==> config.mk <==
export PLATFORM = sky130hd
export DESIGN_NAME = shiftout_arbiter
export DESIGN_NICKNAME = d
export VERILOG_FILES = /design/src/rtl/shiftout_arbiter.sv
export SDC_FILE = /design/constraint.sdc
export NUM_CORES = 1
export LEC_CHECK = 0
export ABC_AREA = 0
export BUFFER_PORTS_ARGS = -buffer_cell sky130_fd_sc_hd__buf_2
export CELL_PAD_IN_SITES_DETAIL_PLACEMENT = 1
export CELL_PAD_IN_SITES_GLOBAL_PLACEMENT = 1
export CORE_ASPECT_RATIO = 0.6
export CORE_MARGIN = 1.5
export CORE_UTILIZATION = 39
export CTS_CLUSTER_DIAMETER = 30
export DETAILED_ROUTE_END_ITERATION = 8
export PLACE_DENSITY = 0.94
export SYNTH_ARGS = -nofsm -noshare
export SYNTH_HDL_FRONTEND = slang
export SYNTH_SLANG_ARGS = --single-unit
==> constraint.sdc <==
create_clock -name clk_i -period 6 [get_ports clk_i]
set_input_delay 0.3 -clock clk_i [delete_from_list [all_inputs] [get_ports clk_i]]
set_output_delay 0.3 -clock clk_i [all_outputs]
set_load 0.01 [all_outputs]
==> src/rtl/shiftout_arbiter.sv <==
// -----------------------------------------------------------------------------
// shiftout_arbiter
//   Shares one WIDTH-bit shiftout serialiser between N_REQ requesters. The
//   arbiter picks a requester round-robin and latches its word. It then drives
//   a clean low-then-high edge on the serialiser's data-ready input and waits
//   for the serialiser's latch pulse (lclk), which marks that the word has gone
//   out. When the pulse arrives it acks the owner. A watchdog abandons the
//   transfer if lclk never arrives.
//
// Ports
//   clk_i      in   system clock, rising edge
//   reset_ni   in   asynchronous active-low reset
//   req_i      in   [N_REQ]        level request per requester
//   data_i     in   [N_REQ*WIDTH]  requester k word at [k*WIDTH +: WIDTH]
//   grant_o    out  [N_REQ]        one-hot current owner, 0 when idle
//   ack_o      out  [N_REQ]        one-cycle pulse to owner on completion
//   sh_data_o  out  [WIDTH]        word presented to the serialiser
//   sh_rdy_o   out                 serialiser data-ready (rise starts a shift)
//   sh_lclk_i  in                  serialiser latch clock fed back
//   busy_o     out                 high whenever not idle
//   timeout_o  out                 sticky watchdog-abort flag
// -----------------------------------------------------------------------------
module shiftout_arbiter #(
  parameter int N_REQ   = 4,
  parameter int WIDTH   = 16,
  parameter int TIMEOUT = 80
) (
  input  logic                   clk_i,
  input  logic                   reset_ni,
  input  logic [N_REQ-1:0]       req_i,
  input  logic [N_REQ*WIDTH-1:0] data_i,
  output logic [N_REQ-1:0]       grant_o,
  output logic [N_REQ-1:0]       ack_o,
  output logic [WIDTH-1:0]       sh_data_o,
  output logic                   sh_rdy_o,
  input  logic                   sh_lclk_i,
  output logic                   busy_o,
  output logic                   timeout_o
);

  localparam int PW = (N_REQ > 1) ? $clog2(N_REQ) : 1;

  typedef enum logic [2:0] {
    S_IDLE,
    S_LOAD,
    S_START,
    S_WAIT,
    S_DONE
  } state_e;

  state_e             state_q,    state_d;
  logic [PW-1:0]      ptr_q,      ptr_d;
  logic [N_REQ-1:0]   grant_q,    grant_d;
  logic [N_REQ-1:0]   ack_q,      ack_d;
  logic [WIDTH-1:0]   data_q,     data_d;
  logic               rdy_q,      rdy_d;
  logic               timeout_q,  timeout_d;
  logic [7:0]         wd_q,       wd_d;
  logic               lclk_old_q, lclk_old_d;

  logic               done;
  logic               win_found;
  logic [PW-1:0]      win_idx;

  // Only a fresh rising edge of lclk counts as completion.
  assign done = sh_lclk_i & ~lclk_old_q;

  // Round-robin search: first set request strictly after the last owner,
  // wrapping modulo N_REQ, so the last owner is considered last.
  always_comb begin
    win_found = 1'b0;
    win_idx   = '0;
    for (int k = 1; k <= N_REQ; k++) begin
      int cand;
      cand = int'(ptr_q) + k;
      if (cand >= N_REQ) cand = cand - N_REQ;
      if (!win_found && req_i[cand]) begin
        win_found = 1'b1;
        win_idx   = PW'(cand);
      end
    end
  end

  always_comb begin
    // NOTE: every _d gets a default before the case so no path leaves it
    // unassigned; otherwise synthesis infers latches.
    state_d    = state_q;
    ptr_d      = ptr_q;
    grant_d    = grant_q;
    ack_d      = '0;
    data_d     = data_q;
    rdy_d      = rdy_q;
    timeout_d  = timeout_q;
    wd_d       = wd_q;
    lclk_old_d = sh_lclk_i;

    case (state_q)
      S_IDLE: begin
        rdy_d = 1'b0;
        if (win_found) begin
          data_d           = data_i[int'(win_idx)*WIDTH +: WIDTH];
          grant_d          = '0;
          grant_d[win_idx] = 1'b1;
          ptr_d            = win_idx;
          state_d          = S_LOAD;
        end
      end
      // Ready stays low for this cycle so the serialiser sees a clean rise.
      S_LOAD:  state_d = S_START;
      S_START: begin
        rdy_d   = 1'b1;
        wd_d    = '0;
        state_d = S_WAIT;
      end
      S_WAIT: begin
        wd_d = wd_q + 8'd1;
        // A done in the same cycle as watchdog expiry counts as a success.
        if (done) begin
          ack_d[ptr_q] = 1'b1;
          state_d      = S_DONE;
        end else if (wd_q == 8'(TIMEOUT - 1)) begin
          timeout_d = 1'b1;
          state_d   = S_DONE;
        end
      end
      S_DONE: begin
        rdy_d   = 1'b0;
        grant_d = '0;
        state_d = S_IDLE;
      end
      default: state_d = S_IDLE;
    endcase
  end

  // NOTE: sequential state uses non-blocking assignments so every flop
  // samples the pre-edge values, independent of statement order.
  always_ff @(posedge clk_i or negedge reset_ni) begin
    if (!reset_ni) begin
      state_q    <= S_IDLE;
      ptr_q      <= PW'(N_REQ - 1);
      grant_q    <= '0;
      ack_q      <= '0;
      data_q     <= '0;
      rdy_q      <= 1'b0;
      timeout_q  <= 1'b0;
      wd_q       <= '0;
      lclk_old_q <= 1'b0;
    end else begin
      state_q    <= state_d;
      ptr_q      <= ptr_d;
      grant_q    <= grant_d;
      ack_q      <= ack_d;
      data_q     <= data_d;
      rdy_q      <= rdy_d;
      timeout_q  <= timeout_d;
      wd_q       <= wd_d;
      lclk_old_q <= lclk_old_d;
    end
  end

  assign grant_o   = grant_q;
  assign ack_o     = ack_q;
  assign sh_data_o = data_q;
  assign sh_rdy_o  = rdy_q;
  assign timeout_o = timeout_q;
  assign busy_o    = (state_q != S_IDLE);

endmodule
Word-level counts from Yosys, hierarchy flattened
Cells that the tools add are included.
Cells by class
  add/subtract/negate cells: 9
  $lt $le $gt $ge: 12
  equal/unequal tests: 7
  shifts and indexed selects: 1
  muxes and demuxes: 38
  bitwise operators: 3
  reductions and logical operators: 18
Operators with widths (number)
  32-bit by 4-bit < comparator with 1-bit output, second input constant: 4
  32-bit 2-to-1 mux: 4
  64-bit by 7-bit variable part select with 16-bit output: 1
  8-bit one-hot mux with 2 select lines: 1
  1-bit 2-to-1 mux: 14
  4-bit 2-to-1 mux: 3
  3-bit one-hot mux with 4 select lines: 1
  3-bit by 3-bit subtractor with 4-bit output, second input constant: 3
  3-bit >= comparator, second input constant: 3
  3-bit 2-to-1 mux: 3
  8-bit by 1-bit adder with 8-bit output, second input constant: 1
  1-bit binary-select mux with 2-bit select: 4
  8-bit by 7-bit equality test with 1-bit output, second input constant: 1
  2-bit 2-to-1 mux: 4
  4-bit one-hot mux with 2 select lines: 1
  2-bit by 2-bit adder with 3-bit output, second input constant: 2
  3-bit by 2-bit equality test with 1-bit output, second input constant: 2
  2-bit by 3-bit < comparator with 1-bit output, second input constant: 2
  2-bit AND reduction: 3
  2-bit nonzero test: 3
  1-bit logical AND: 5
  4-bit by 3-bit subtractor with 5-bit output, second input constant: 1
  2-bit by 3-bit adder with 4-bit output, second input constant: 1
  1-bit demux with 2-bit select: 2
  other kinds (15): 19
Storage, ports and cells
  bits in registers: 40
  bits of input ports: 71
  output and inout port bits: 27
  logic and storage cells: 97

Depth between registers and ports, before layout
Gate-level depths: netlist of run 1.
  depth after elaboration: 22
  mapped depth: 12
  depth with buffers taken out: 8

Least setup slack after synthesis of run 1
No wires, ideal clock.
  path kind: register to register
  start point: reg ptr_q[1]
  end point: reg data_q[3], in the netlist sh_data_o[3]
  setup time: 0.132 ns
  data arrival time: 3.014 ns
  data required time: 5.868 ns
  slack: 2.854 ns
  cell stages (with the launch flop): 12
  path buffers: 4
  clock period less this slack: 3.146 ns
  cells stage by stage: dfstp_2 > clkbuf_1 > inv_1 > ha_1 > clkbuf_1 > nand2_1 > o32ai_1 > a221o_1 > buf_2 > clkbuf_1 > mux2i_1 > o221ai_2
Between the ends
  cells in the longest elaborated chain, start to end: 17
  elaborated cells between the ends (all ways): 44
  those cells by class: add/sub (8); order compare (4); shift (1); mux (24); reduce/logical (7)
Ends and longest elaborated chain
  start, declared: line 52  | logic [PW-1:0] ptr_q, ptr_d;
  start signal, assigned: line 140  | ptr_q <= PW'(N_REQ - 1);
  start signal, assigned: line 150  | ptr_q <= ptr_d;
  2-bit by 1-bit adder with 3-bit output: line 75  | cand = int'(ptr_q) + k;
  3-bit by 3-bit subtractor with 4-bit output / 3-bit >= comparator (equally long branches): line 76  | if (cand >= N_REQ) cand = cand - N_REQ;
  32-bit 2-to-1 mux: line 76
  1-bit binary-select mux with 2-bit select: line 77  | if (!win_found && req_i[cand]) begin
  1-bit 2-to-1 mux (not written as such) (2 in series): line 77
  1-bit 2-to-1 mux: line 77
  1-bit zero test: line 77
  1-bit logical AND: line 77
  1-bit 2-to-1 mux: line 77
  1-bit zero test: line 77
  1-bit logical AND: line 77
  1-bit 2-to-1 mux: line 77
  1-bit zero test: line 77
  1-bit logical AND: line 77
  2-bit 2-to-1 mux / 1-bit 2-to-1 mux (equally long branches): line 77
  64-bit by 7-bit variable part select with 16-bit output / 2-bit AND reduction (equally long branches)
  end signal, assigned: line 153  | data_q <= data_d;
  end, declared: line 55  | logic [WIDTH-1:0] data_q, data_d;
Parallel ways exist; a longest one is shown, timed or not. The select of a mux whose other input is x is not followed.
A chain may end at the register's enable or synchronous reset.

Worst setup path in the final report of run 1
  start point: reg ptr_q[0]
  end point: reg data_q[15], in the netlist sh_data_o[15]
Same word-level chain as after synthesis.

==> out/summary.md, run 1 <==
Yosys
• **post-synth top area share** 0.388
• **most instantiated flip-flop cell in the synthesis netlist** sky130_fd_sc_hd__dfrtp_1
• **flop and latch count out of synthesis** 40
• **Syn Inst Count** 235
• **count of synthesis-stage warnings from yosys** 0
• **Synth cell types** 44
• **mean cell area of the mapped netlist** 10.4 sq um
• **register area share after synthesis** 0.410
• **net count after synthesis** 311
• **post-synthesis cell type with the largest combined area** sky130_fd_sc_hd__dfrtp_1
• **summed instance area of the synthesized netlist** 2450 sq um
• **ranking of synthesized cells by area** sky130_fd_sc_hd__dfrtp_1 (39%), sky130_fd_sc_hd__mux2i_1 (14%), sky130_fd_sc_hd__nand2_1 (5.2%), sky130_fd_sc_hd__o221ai_2 (4.3%), sky130_fd_sc_hd__mux4_2 (3.7%)
• **ys async rst share** 1.00
• **count of flip-flops with a built-in enable after synthesis** 0

Drt
• **wire length reported by the detailed router** 7520 um
• **average wire per cell in the routed design** 18.5 um
• **initial detailed-routing violation count** 157
• **Initial DRT Pass Iterations** 4
• **routed via count** 2221
• **final antenna-violating net count** 0
• **average vias per placed instance** 5.47
• **remaining design rule violation count** 0

Timing
• **pins over their slew limit** 0
• **final worst setup slack** 1.77 ns
• **final-layout worst hold slack** 0.117 ns
• **time the worst path needs with I/O delays and setup** 4.23 ns
• **fmax** 236 MHz
• **period utilisation layout** 0.705
• **unrepaired setup endpoints after global routing** no
• **Setup Total Neg Slack** 0 ns
• **Setup Viol. Count Final** 0
• **actual slew at the worst max-slew pin** 1.05 ns
• **remaining max-slew budget at the tightest pin** 0.300
• **Clock Skew** 0.00737 ns
• **number of hold-slack violations in the final timing report** 0

Min path
• **min-delay worst type** input port to asynchronous set/reset pin

Cells and area
• **number of standard cells in the layout, taps in and fillers out** 406
• **area of all sequential standard cells** 1000 sq um
• **highest-count cells in the layout ignoring fill and taps** sky130_fd_sc_hd__buf_2 (97), sky130_fd_sc_hd__dfrtp_1 (38), sky130_fd_sc_hd__nand2_1 (34), sky130_fd_sc_hd__mux2i_1 (34)
• **number of nets in the final layout** 397
• **layout cells sized above 1** 0.388
• **area grow syn2layout** 23.2%
• **Diodes inserted** 0
• **area of combinational cells with multiple inputs** 1320 sq um
• **Filler Cells Inserted** 714
• **most common library cell in the layout ignoring fill and taps** sky130_fd_sc_hd__buf_2

Clocking
• **CTS Buf Count** 5
• **H-tree lvl count** 2
• **CTS tree** yes
• **CTS max path bufs** 2
• **number of clock sinks** 40
• **post-CTS resize count** 0
• **clock insertion delay at the later pin of the skew report** 0.30 ns
• **clock transition time at the flip-flop clock pins of the worst setup and hold paths** 0.08 ns
• **Setup Buffers After CTS** 0
• **number of buffers inserted by hold repair at cts** 0
• **library cell used as clock root buffer** sky130_fd_sc_hd__clkbuf_8

Worst setup path
• **Worst Path Arrival** 4.37 ns
• **crit-path max cell delay** 0.77 ns
• **Worst Path Class, Setup** register to register
• **worst path required time** 6.14 ns
• **critical path's top delay family** simple AND/OR/NAND/NOR gates
• **most frequent cell on the critical path** sky130_fd_sc_hd__or2_1
• **count of buffer and inverter cells on the critical path** 1
• **worst-path maximum fanout** 20
• **highest-delay cell along the critical path** sky130_fd_sc_hd__or2_1
• **Critical Path Sink Type** register
• **cells along the critical path** inv_1 -> ha_1 -> mux4_2 -> or2_1 -> or3_4 -> nand2_1 -> or2_1 -> o221ai_1
• **Critical Path Source Type** register

Global routing
• **number of global-route vias before repair** 2326
• **number of antenna violations at the first check in global routing** 0
• **wire length of the first global-routing pass** 12100 um
• **overflow left after global routing** 0
• **GR Util All Layers** 0.230
• **largest net degree at the start of global routing** 41

Power
• **power density over the cells** 523 nW/um^2
• **leakage power total** 1.52 nW
• **Max IR drop VDD** 0.272 mV

Placed design
• **gpl congestion** 0.794
• **post-placement worst setup slack** 1.76 ns
• **DP Wirelength** 5630 um
• **number of buffers added on ports** 97
• **total instance count after detailed placement** 398

Floorplan
• **total core area** 6080 sq um
• **number of standard-cell rows in the floorplan** 22
• **top-level port count** 98
• **Die X-Extent** 105 um
• **Initial Utilization** 0.403
• **die footprint** 6780 sq um
• **Vert. Die Dim** 64.4 um

Run
• **max_cap viols** 0

Run status
• **result of the run** complete, no violations

cell type report:
| class | instances | area share |
|---|---|---|
| flip-flops and latches | 40 | 0.332 |
| clock buffers | 7 | 0.0253 |
| multi-input cells | 172 | 0.438 |
| inverters | 5 | 0.00622 |
| well taps | 84 | 0.0348 |
| repair buffers | 97 | 0.161 |
| clock inverters | 1 | 0.00290 |
sequential cells by signal, indices dropped and copies added, names as in the netlist:
signal and cells:
ack_o 4, grant_o 4, lclk_old_q 1, ptr_q 2
sh_data_o 16, sh_rdy_o 1, state_q 3, timeout_o 1
wd_q 8
cells in the mapped netlist (all sizes together), types with 2 or more instances:
cell	count
nand3	10
a21o	3
dfstp	2
a22o	6
mux4	4
inv	5
nor2	9
clkbuf	5
a21oi	3
buf	13
or2	3
nor2b	2
or4	2
mux2	3
a221o	2
ha	5
and2	4
nor3	5
dfrtp	38
nand2b	5
o221ai	15
o21ai	11
nand2	34
mux2i	34
worst reg2reg max path, delay by kind of cell (launching register included):
kind	cells	cell delay, ns
muxes	1	0.36
adders and majority gates	1	0.57
AOI/OAI and AO/OA	1	0.26
buffers and inverters	1	0.20
and+or+nand+nor	4	1.95
DFF	1	0.75
final timing paths:
path                                       start                        end  slack [ns]  cells after the start
hold reg to reg            timeout_o$_DFFE_PN0P_      timeout_o$_DFFE_PN0P_        0.48                      1
setup reg to reg            ptr_q[0]$_DFFE_PN1P_  sh_data_o[15]$_DFFE_PN0P_        1.77                      8
hold / removal                          reset_ni        wd_q[1]$_DFFE_PN0P_        0.12                      1
max in group asynchronous               reset_ni  sh_data_o[11]$_DFFE_PN0P_        5.32                      1
min in group clk_i                     sh_lclk_i       lclk_old_q$_DFF_PN0_        0.12                      1
setup / recovery            ptr_q[0]$_DFFE_PN1P_  sh_data_o[15]$_DFFE_PN0P_        1.77                      8
where the power goes:
part	internal [mW]	switching (mW)	total, mW
combinational	0.392	0.520	0.912
clock	0.0832	0.0989	0.182
sequential	0.373	0.111	0.484
total	0.848	0.730	1.58
per-layer routing:
| metal | routed length, um | vias up | track usage |
|---|---|---|---|
| met5 | 0 | - | 0 |
| met1 | 3340 | 1085 | 0.298 |
| met4 | 105 | 0 | 0.0668 |
| met2 | 3580 | 86 | 0.394 |
| li1 | - | 1039 | - |
| met3 | 490 | 11 | 0.0449 |
cell families (layout without fill, tap and decap cells):
family          after synthesis  after routing  synth area share
buf+inv                      23            110            0.0516
xor+xnor                      1              1           0.00358
compound gates               46             46             0.160
flops                        40             40             0.410
fa+ha+maj                     5              5            0.0255
mux                          41             41             0.189
simple gates                 79             79             0.160
per-stage QoR:
step	total power [mW]	util	cell area [sq um]
after floorplan	1.16	-	2450
after global placement	1.33	0.482	2930
after detailed placement	1.40	0.482	2930
after CTS	1.59	0.496	3020
after global routing	1.69	0.496	3020
final	1.58	0.496	3020
Note: power is estimated with default switching activity, not from simulation.
==> inputs of run 2 (changes only) <==
- ABC_AREA: 0 -> 1
- CORE_UTILIZATION: 39 -> 31
- PLACE_DENSITY: 0.94 -> 0.85
- clock period: 6 -> 3.5 ns (I/O delays scaled with it)
==> run 2 against run 1 <==
Compared with the run above:
- setup slack worse by 1.3 ns
- first-iteration DRC count down 6.4%
- critical path type unchanged
- clock power rose to 2.7 times the previous value
==> out/summary.md, run 2 <==
Run status
• **result of the run** complete, no violations, unchanged

Worst setup path
• **Worst Path Class, Setup** register to register, unchanged
• **most frequent cell on the critical path** sky130_fd_sc_hd__nand2_1, was sky130_fd_sc_hd__or2_1
• **launch point of the critical path** ptr_q[0]$_DFFE_PN1P_, unchanged
• **highest-delay cell along the critical path** sky130_fd_sc_hd__dfstp_2, was sky130_fd_sc_hd__or2_1
• **slack of the worst reg-to-reg path** 0.51 ns, was 1.77 ns
• **r2r endpoint** sh_data_o[10]$_DFFE_PN0P_, was sh_data_o[15]$_DFFE_PN0P_
• **Register-to-Register Path Depth** 14, was 8
• **cells along the critical path** inv_8 -> ha_1 -> inv_1 -> nand3_2 -> nand2_4 -> nor2_8 -> nand3_4 -> nand3_4 -> nand2_1 -> nand2_1 -> nand2_1 -> nand2_1 -> nand2_1 -> nand2_1, was inv_1 -> ha_1 -> mux4_2 -> or2_1 -> or3_4 -> nand2_1 -> or2_1 -> o221ai_1
• **crit-path max cell delay** 0.70 ns, was 0.77 ns
• **Worst Path Arrival** 3.22 ns, was 4.37 ns
• **worst-path maximum fanout** 34, was 20
• **total number of cells along the worst setup path** 14, was 8
• **Critical Path Sink Type** register, unchanged
• **critical path capture point** sh_data_o[10]$_DFFE_PN0P_, was sh_data_o[15]$_DFFE_PN0P_
• **launch point of the worst reg-to-reg path** ptr_q[0]$_DFFE_PN1P_, unchanged
• **count of buffer and inverter cells on the critical path** 2, was 1
• **worst path required time** 3.72 ns, was 6.14 ns
• **Critical Path Source Type** register, unchanged
• **critical path's top delay family** simple AND/OR/NAND/NOR gates, unchanged

Cells and area
• **area grow syn2layout** 24.6%, was 23.2%
• **area of combinational cells with multiple inputs** 1490 sq um, was 1320 sq um
• **most common library cell in the layout ignoring fill and taps** sky130_fd_sc_hd__nand2_1, was sky130_fd_sc_hd__buf_2
• **flip-flop count of the largest register after layout** 16, unchanged
• **design area** 3420 sq um, was 3020 sq um
• **number of standard cells in the layout, taps in and fillers out** 597, was 406
• **highest-count cells in the layout ignoring fill and taps** sky130_fd_sc_hd__nand2_1 (198), sky130_fd_sc_hd__buf_2 (97), sky130_fd_sc_hd__dfrtp_1 (38), was sky130_fd_sc_hd__buf_2 (97), sky130_fd_sc_hd__dfrtp_1 (38), sky130_fd_sc_hd__nand2_1 (34), sky130_fd_sc_hd__mux2i_1 (34)
• **Diodes inserted** 0, unchanged
• **layout cells sized above 1** 0.285, was 0.388
• **utilization after layout** 0.400, was 0.496
• **Filler Cells Inserted** 1129, was 714
• **area of all sequential standard cells** 1000 sq um, unchanged
• **number of nets in the final layout** 560, was 397

Timing
• **Setup Viol. Count Final** 0, unchanged
• **Clock Skew** 0.00647 ns, was 0.00737 ns
• **remaining max-slew budget at the tightest pin** 0.365, was 0.300
• **unrepaired setup endpoints after global routing** no, unchanged
• **final-layout worst hold slack** 0.0330 ns, was 0.117 ns
• **actual slew at the worst max-slew pin** 0.952 ns, was 1.05 ns
• **number of hold-slack violations in the final timing report** 0, unchanged
• **period utilisation layout** 0.855, was 0.705
• **fmax** 334 MHz, was 236 MHz
• **final worst setup slack** 0.509 ns, was 1.77 ns
• **time the worst path needs with I/O delays and setup** 2.99 ns, was 4.23 ns
• **Setup Total Neg Slack** 0 ns, unchanged
• **pins over their slew limit** 0, unchanged

Yosys
• **mean cell area of the mapped netlist** 6.94 sq um, was 10.4 sq um
• **most instantiated flip-flop cell in the synthesis netlist** sky130_fd_sc_hd__dfrtp_1, unchanged
• **net count after synthesis** 472, was 311
• **Syn Inst Count** 396, was 235
• **post-synthesis cell type with the largest combined area** sky130_fd_sc_hd__dfrtp_1, unchanged
• **count of flip-flops with a built-in enable after synthesis** 0, unchanged
• **Synth cell types** 35, was 44
• **register area share after synthesis** 0.365, was 0.410
• **most repeated cell in the gate-level netlist after synthesis** sky130_fd_sc_hd__nand2_1, was sky130_fd_sc_hd__dfrtp_1
• **post-synth top area share** 0.346, was 0.388
• **summed instance area of the synthesized netlist** 2750 sq um, was 2450 sq um
• **flop and latch count out of synthesis** 40, unchanged
• **ranking of synthesized cells by instance count** sky130_fd_sc_hd__nand2_1 (198), sky130_fd_sc_hd__dfrtp_1 (38), sky130_fd_sc_hd__nand4_1 (34), was sky130_fd_sc_hd__dfrtp_1 (38), sky130_fd_sc_hd__mux2i_1 (34), sky130_fd_sc_hd__nand2_1 (34)
• **ys async rst share** 1.00, unchanged
• **ranking of synthesized cells by area** sky130_fd_sc_hd__dfrtp_1 (35%), sky130_fd_sc_hd__nand2_1 (27%), sky130_fd_sc_hd__nand4_1 (7.7%), sky130_fd_sc_hd__inv_1 (3.0%), sky130_fd_sc_hd__nor2_1 (2.7%), was sky130_fd_sc_hd__dfrtp_1 (39%), sky130_fd_sc_hd__mux2i_1 (14%), sky130_fd_sc_hd__nand2_1 (5.2%), sky130_fd_sc_hd__o221ai_2 (4.3%), sky130_fd_sc_hd__mux4_2 (3.7%)
• **count of synthesis-stage warnings from yosys** 0, unchanged

Placed design
• **post-placement worst setup slack** 0.527 ns, was 1.76 ns
• **total instance count after detailed placement** 588, was 398
• **number of buffers added on ports** 97, unchanged
• **Post-Place Cell Area** 3260 sq um, was 2930 sq um
• **gpl congestion** 0.818, was 0.794
• **DP Wirelength** 7440 um, was 5630 um

Drt
• **initial detailed-routing violation count** 147, was 157
• **routed via count** 2989, was 2221
• **average vias per placed instance** 5.01, was 5.47
• **average wire per cell in the routed design** 16.3 um, was 18.5 um
• **Initial DRT Pass Iterations** 4, unchanged
• **final antenna-violating net count** 0, unchanged
• **wire length reported by the detailed router** 9710 um, was 7520 um
• **remaining design rule violation count** 0, unchanged

Clocking
• **clock transition time at the flip-flop clock pins of the worst setup and hold paths** 0.06 ns, was 0.08 ns
• **CTS Buf Count** 5, unchanged
• **number of clock sinks** 40, unchanged
• **clock insertion delay at the later pin of the skew report** 0.29 ns, was 0.30 ns
• **library cell used as clock root buffer** sky130_fd_sc_hd__clkbuf_16, was sky130_fd_sc_hd__clkbuf_8
• **Setup Buffers After CTS** 0, unchanged
• **H-tree lvl count** 2, unchanged
• **CTS max path bufs** 2, unchanged
• **CTS tree** yes, unchanged

Global routing
• **number of antenna violations at the first check in global routing** 0, unchanged
• **number of global-route vias before repair** 3132, was 2326
• **largest net degree at the start of global routing** 41, unchanged
• **wire length of the first global-routing pass** 15800 um, was 12100 um
• **GR Util All Layers** 0.209, was 0.230
• **overflow left after global routing** 0, unchanged

Floorplan
• **total core area** 8560 sq um, was 6080 sq um
• **top-level port count** 98, unchanged
• **Vert. Die Dim** 75.9 um, was 64.4 um
• **Die X-Extent** 125 um, was 105 um
• **number of standard-cell rows in the floorplan** 26, was 22
• **Initial Utilization** 0.321, was 0.403
• **die footprint** 9450 sq um, was 6780 sq um

Power
• **power density over the cells** 1190 nW/um^2, was 523 nW/um^2
• **Max IR drop VDD** 0.502 mV, was 0.272 mV
• **post-layout total power** 4.07 mW, was 1.58 mW
• **leakage power total** 1.95 nW, was 1.52 nW

Run
• **max_cap viols** 0, unchanged

Min path
• **min-delay worst type** input port to asynchronous set/reset pin, unchanged

run 2: kinds of logic after synthesis:
family / Yosys count / synth area share
flip-flops: 40 / 0.365
AO/OA/AOI/OAI: 23 / 0.0579
adder cells (fa/ha/maj): 5 / 0.0228
buffers and inverters: 48 / 0.0920
AND/OR/NAND/NOR: 279 / 0.459
XOR/XNOR: 1 / 0.00319
run 2: how the worst min path moves through the flow:
stage,from,to,cells after the start
CTS,sh_lclk_i,lclk_old_q$_DFF_PN0_,1
global placement,sh_lclk_i,lclk_old_q$_DFF_PN0_,1
finish,reset_ni,lclk_old_q$_DFF_PN0_,1
global route,reset_ni,sh_data_o[15]$_DFFE_PN0P_,1
floorplan,reset_ni,ack_o[0]$_DFF_PN0_,0
detailed placement,sh_lclk_i,lclk_old_q$_DFF_PN0_,1
run 2: report_power, final:
| group | internal [mW] | switching [mW] | leakage [nW] |
|---|---|---|---|
| clock network | 0.284 | 0.200 | 0.0691 |
| logic | 0.878 | 1.95 | 1.37 |
| registers | 0.626 | 0.130 | 0.511 |
| total | 1.79 | 2.28 | 1.95 |
run 2: cell type report:
class | instances | area share
clock buffer | 6 | 0.0406
clock inverter | 2 | 0.00439
inverter | 27 | 0.0318
multi-input combinational | 308 | 0.435
sequential | 40 | 0.293
tap | 112 | 0.0410
timing repair buffer | 102 | 0.154
run 2: per-layer routing:
metal | share of wire | wire (um) | track usage | up-vias
met1 | 0.51 | 4920 | 0.289 | 1471
met4 | 0.0065 | 63 | 0.0356 | 0
met2 | 0.45 | 4370 | 0.341 | 64
met3 | 0.037 | 355 | 0.0438 | 9
li1 | - | - | - | 1445
met5 | 0 | 0 | 0 | -
run 2: what timing repair did:
action,CTS,global route
hold buffers,0,1
endpoints found under the hold margin,0,1
gates resized for setup,0,0
